File: src/rtl/ifpix_bcast.sv
// Input-feature pixel broadcaster: FIFO-buffered pixels are broadcast to NPad pads
// and retire only on an all-ready join of the enabled pads, counted per burst.
module ifpix_bcast #(
  parameter int DWd   = 16,
  parameter int NPad  = 4,
  parameter int Depth = 8,
  parameter int LenWd = 8
) (
  input  logic             i_clk,
  input  logic             i_rst,
  input  logic             i_cont_start,
  input  logic [LenWd-1:0] i_cont_len,
  input  logic [NPad-1:0]  i_cont_mask,
  input  logic             i_cont_stall,
  output logic             o_cont_busy,
  output logic             o_cont_done,
  input  logic             i_src_valid,
  output logic             o_src_ready,
  input  logic [DWd-1:0]   i_src_data,
  output logic             o_ipix_valid,
  input  logic [NPad-1:0]  i_ipix_ready,
  output logic [DWd-1:0]   o_ipix_data,
  output logic             o_ipix_zero
);

  localparam int AWd = $clog2(Depth);
  localparam logic [AWd:0] CntFull = (AWd+1)'(Depth);
  localparam logic [AWd:0] CntZero = {(AWd+1){1'b0}};

  typedef enum logic [1:0] {
    ST_IDLE = 2'd0,
    ST_RUN  = 2'd1,
    ST_DONE = 2'd2
  } state_t;

  logic [DWd-1:0]   r_mem [Depth];
  logic [AWd-1:0]   r_wptr;
  logic [AWd-1:0]   r_rptr;
  logic [AWd:0]     r_count;
  logic [DWd-1:0]   r_head;
  state_t           r_state;
  logic [LenWd-1:0] r_len;
  logic [NPad-1:0]  r_mask;
  logic [LenWd-1:0] r_cnt;
  logic             r_busy;
  logic             r_done;

  logic             w_full;
  logic             w_empty;
  logic             w_push;
  logic             w_valid;
  logic             w_fire;
  logic [AWd-1:0]   w_rptr_nxt;
  logic [AWd:0]     w_count_nxt;
  logic [DWd-1:0]   w_head_nxt;

  // Handshake decode and next-cycle FIFO head; an empty FIFO presents zero.
  always_comb begin
    w_full     = (r_count == CntFull);
    w_empty    = (r_count == CntZero);
    w_push     = i_src_valid && !w_full;
    w_valid    = (r_state == ST_RUN) && !w_empty && !i_cont_stall;
    w_fire     = w_valid && (&(i_ipix_ready | ~r_mask));
    w_rptr_nxt = w_fire ? (r_rptr + AWd'(1)) : r_rptr;
    case ({w_push, w_fire})
      2'b10:   w_count_nxt = r_count + (AWd+1)'(1);
      2'b01:   w_count_nxt = r_count - (AWd+1)'(1);
      default: w_count_nxt = r_count;
    endcase
    if (w_count_nxt == CntZero) begin
      w_head_nxt = {DWd{1'b0}};
    end else if (w_push && (w_rptr_nxt == r_wptr)) begin
      w_head_nxt = i_src_data;
    end else begin
      w_head_nxt = r_mem[w_rptr_nxt];
    end
  end

  // FIFO storage write port.
  always_ff @(posedge i_clk) begin
    if (w_push && !i_rst) begin
      r_mem[r_wptr] <= i_src_data;
    end
  end

  // FIFO pointers, registered head and burst FSM.
  always_ff @(posedge i_clk) begin
    if (i_rst) begin
      r_wptr  <= {AWd{1'b0}};
      r_rptr  <= {AWd{1'b0}};
      r_count <= CntZero;
      r_head  <= {DWd{1'b0}};
      r_state <= ST_IDLE;
      r_len   <= {LenWd{1'b0}};
      r_mask  <= {NPad{1'b0}};
      r_cnt   <= {LenWd{1'b0}};
      r_busy  <= 1'b0;
      r_done  <= 1'b0;
    end else begin
      if (w_push) begin
        r_wptr <= r_wptr + AWd'(1);
      end
      r_rptr  <= w_rptr_nxt;
      r_count <= w_count_nxt;
      r_head  <= w_head_nxt;
      case (r_state)
        ST_IDLE: begin
          if (i_cont_start) begin
            r_len  <= i_cont_len;
            r_mask <= i_cont_mask;
            r_cnt  <= {LenWd{1'b0}};
            r_busy <= 1'b1;
            if (i_cont_len != {LenWd{1'b0}}) begin
              r_state <= ST_RUN;
            end else begin
              r_state <= ST_DONE;
              r_done  <= 1'b1;
            end
          end
        end
        ST_RUN: begin
          if (w_fire) begin
            r_cnt <= r_cnt + LenWd'(1);
            if (r_cnt == (r_len - LenWd'(1))) begin
              r_state <= ST_DONE;
              r_done  <= 1'b1;
            end
          end
        end
        ST_DONE: begin
          r_state <= ST_IDLE;
          r_busy  <= 1'b0;
          r_done  <= 1'b0;
        end
        default: begin
          r_state <= ST_IDLE;
          r_busy  <= 1'b0;
          r_done  <= 1'b0;
        end
      endcase
    end
  end

  assign o_src_ready  = !w_full;
  assign o_ipix_valid = w_valid;
  assign o_ipix_data  = r_head;
  assign o_ipix_zero  = w_valid && (r_head == {DWd{1'b0}});
  assign o_cont_busy  = r_busy;
  assign o_cont_done  = r_done;

endmodule

File: config.mk
export PLATFORM = sky130hd
export DESIGN_NAME = ifpix_bcast
export DESIGN_NICKNAME = d
export VERILOG_FILES = /design/src/rtl/ifpix_bcast.sv
export SDC_FILE = /design/constraint.sdc
export NUM_CORES = 1
export LEC_CHECK = 0
export ABC_AREA = 1
export CORE_ASPECT_RATIO = 0.5
export CORE_MARGIN = 4
export CORE_UTILIZATION = 29
export CTS_CLUSTER_SIZE = 10
export DETAILED_ROUTE_END_ITERATION = 8
export DONT_BUFFER_PORTS = 1
export GPL_ROUTABILITY_DRIVEN = 1
export PLACE_DENSITY = 0.54
export SLEW_MARGIN = 20
export SYNTH_ARGS = -nofsm -noshare
export SYNTH_HDL_FRONTEND = slang
export SYNTH_SLANG_ARGS = --single-unit
File: constraint.sdc
create_clock -name i_clk -period 4.8 [get_ports i_clk]
set_clock_uncertainty 0.05 [all_clocks]
set_input_delay 0.96 -clock i_clk [delete_from_list [all_inputs] [get_ports i_clk]]
set_output_delay 0.96 -clock i_clk [all_outputs]
set_load 0.01 [all_outputs]
==> impl_metrics.ini <==
[worst_setup_path]
crit_arrival_ns = 3.61
crit_chain = inv_1 > nand2_1 > nand2_1 > nor2_4 > nand2_8 > inv_1 > ha_1 > nand2_1 > inv_1 > nor2_1 > ha_1 > a21oi_1 > xor2_1 > nand2_1 > o211ai_1 > inv_1 > nor2_1 > nand2_1 > nand2_1 > nor2_2
path_class = in2reg
crit_required_ns = 5.07
cpMaxStageDelayCell = nand2_1
crit_path_end_kind = register
critPathMaxFanout = 16
max_stage_delay_ns = 0.40
worstSetupPathDepth = 20
crit_buf_inv = 4
crit_family = simple AND/OR/NAND/NOR gates
path_common_cell = nand2_1
r2r_cells = 20
cp-start-kind = input port

[layout]
diodes = 0
area.growth.synth_to_final_pct = 11.3
drive_gt1_frac = 0.0911
layout_commonest_cell = nand2_1
final_cell_mix = nand2_1 (182), nand3_1 (134), edfxtp_1 (128)
fin_nets = 887

[clock_network]
root_buffer = clkbuf_16
cts.repair.resized = 0
numClockSinks = 178
cts_setup_buffers = 0
cts.clk_slew.worst_paths_ns = 0.07
clkLatencyLatePin_ns = 0.43
h-tree-depth = 4
holdBufCountCts = 0
clk_path_buf_depth = 2
cts_buffers = 17
cts_tree = yes

[power]
ir_worst_vdd_uv = 209
leakage_nw = 3.51
p_seq_frac = 0.498
sw_frac_of_total = 0.298
switchingPower_mw = 1.09
combPwrFrac = 0.140
pwr-share-clk = 0.362
p_per_area_nw_per_um2 = 406
p_total_mw = 3.64
p_int_mw = 2.56

[yosys]
synthesis.nets = 893
yosys_warnings = 0
synth-edff-count = 128
synth.avg_cell_area_um2 = 9.50
postSynth.topFlopCell = edfxtp_1
synth_largest_area_cell = edfxtp_1
synth-seq-cells = 178
synth-seq-area-share = 0.600
syn_inst = 849
synth_area_leaders = edfxtp_1 (48%), dfxtp_1 (12%), nand2_1 (8.5%), nand3_1 (8.3%), nor2_1 (5.9%)
async_flop_share = 0
synth_top_area_frac = 0.476
syn_area_um2 = 8070
synth_cell_types = 35

[global_routing]
antenna_found_initial = 0
grt-ovfl-total = 0
grt_max_degree = 49
grt_usage = 0.137
grt_pass1_wl_um = 32500
grt_pass1_vias = 5536

[sta]
worst_slew_pin_slew_ns = 0.934
slew_headroom = 0.375
fin_setup_tns_ns = 0
max_freq_mhz = 300
hold_viol = 0
finalWorstSetupSlack_ns = 1.46
rsz0062_at_grt = false
final-max-slew-violation-count = 0
setup_viol = 0
period_share = 0.695
period_needed_ns = 3.34

[place]
place_ws_ns = 1.05
dpl.hpwl_um = 12900
place_congestion = 0.795
port_buffers = 0

[floorplan]
core_um2 = 26900
dieArea_um2 = 30700
die_x_um = 244
fp-row-count = 42
initial_core_util = 0.300
fp.dieH_um = 126
ios = 58

[drt]
wirelength_um = 20700
drtAntennaViolNets = 0
routed_via_density = 4.73
dr.pass1.iters = 6
drtIter0Drc = 447
vias = 5815
routedWlPerCell_um = 16.8
drc = 0

[min_path]
worstHoldPathType = reg2reg
min_path_cells = 2

[job]
cap_violations = 0

[outcome]
status = finished, final reports clean
==> power groups by stage <==
stage                     sequential (mW)  combinational (mW)  clock, mW
after global routing                 1.82               0.582       1.41
after global placement               1.85               0.498          0
after detailed placement             1.85               0.507          0
after floorplan                      1.81               0.408          0
final                                1.81               0.510       1.32
after CTS                            1.82               0.510       1.34
==> worst register-to-register path, stage by stage, from the launching register on <==
cell	delay, ns
dfxtp_1	0.44
inv_2	0.06
nand2_1	0.10
nor2_4	0.06
nor2_8	0.24
nand2_8	0.14
inv_1	0.14
ha_1	0.23
nand2_1	0.07
inv_1	0.07
nor2_1	0.06
ha_1	0.18
a21oi_1	0.15
xor2_1	0.16
nand2_1	0.06
o211ai_1	0.07
inv_1	0.07
nor2_1	0.08
nand2_1	0.40
nand2_1	0.24
nor2_2	0.05
==> worst paths after layout <==
kind	from	endpoint	slack [ns]
max	i_ipix_ready[2]	o_ipix_data[11]$_SDFF_PP0_	1.46
min	r_mask[3]$_SDFFE_PP0P_	r_mask[3]$_SDFFE_PP0P_	0.44
max reg2reg	r_count[0]$_SDFF_PP0_	o_ipix_data[11]$_SDFF_PP0_	1.54
min reg2reg	r_mask[3]$_SDFFE_PP0P_	r_mask[3]$_SDFFE_PP0P_	0.44
==> synth_stat cells, drive strengths merged (2+ instances only) <==
| cell type | n |
|---|---|
| a21oi | 16 |
| buf | 24 |
| clkbuf | 9 |
| clkinv | 2 |
| dfxtp | 50 |
| edfxtp | 128 |
| ha | 7 |
| inv | 74 |
| nand2 | 195 |
| nand3 | 139 |
| nand4 | 24 |
| nor2 | 138 |
| nor3 | 3 |
| nor4 | 4 |
| o21ai | 17 |
| xnor2 | 2 |
| xor2 | 11 |
==> registers in the layout, summed over array words and instances, names as in the netlist <==
signal / cells
r_rptr: 3
r_cnt: 8
o_ipix_data: 16
r_mask: 4
r_len: 8
r_wptr: 3
r_count: 4
o_cont_done: 1
r_state: 2
r_mem: 128
o_cont_busy: 1
==> cell families (layout without fill, tap and decap cells) <==
| family | after synthesis | count (layout) | synth area share |
|---|---|---|---|
| simple gates | 506 | 506 | 0.293 |
| compound gates | 36 | 36 | 0.0233 |
| fa+ha+maj | 7 | 7 | 0.0109 |
| flops | 178 | 178 | 0.600 |
| xor+xnor | 13 | 13 | 0.0141 |
| buf+inv | 109 | 116 | 0.0586 |
==> metal layers <==
metal	part of all wire	vias up	global-route usage
met5	0	-	0
met4	0.021	0	0.0499
met3	0.046	20	0.0327
met2	0.47	139	0.218
met1	0.46	2827	0.183
li1	-	2829	-
==> final cells by class <==
cell class | instances | area [µm²]
repair buffers | 8 | 60.1
well taps | 374 | 468
clock inverters | 15 | 126
inverters | 76 | 285
clock buffers | 17 | 425
flip-flops and latches | 178 | 4840
multi-input cells | 562 | 2770
fillers | 2769 | 17900
==> through the flow <==
step | utilization | instances | hold slack, ns | instance area, µm²
6_report | 0.334 | 1230 | 0.443 | 8980
5_1_grt | 0.334 | 1230 | 0.479 | 8980
4_1_cts | 0.333 | 1230 | 0.446 | 8970
3_5_place_dp | 0.313 | 1198 | 0.430 | 8420
3_3_place_gp | 0.313 | 1198 | 0.429 | 8420
2_1_floorplan | - | 849 | 0.405 | 8070
Note: power is estimated with default switching activity, not from simulation.
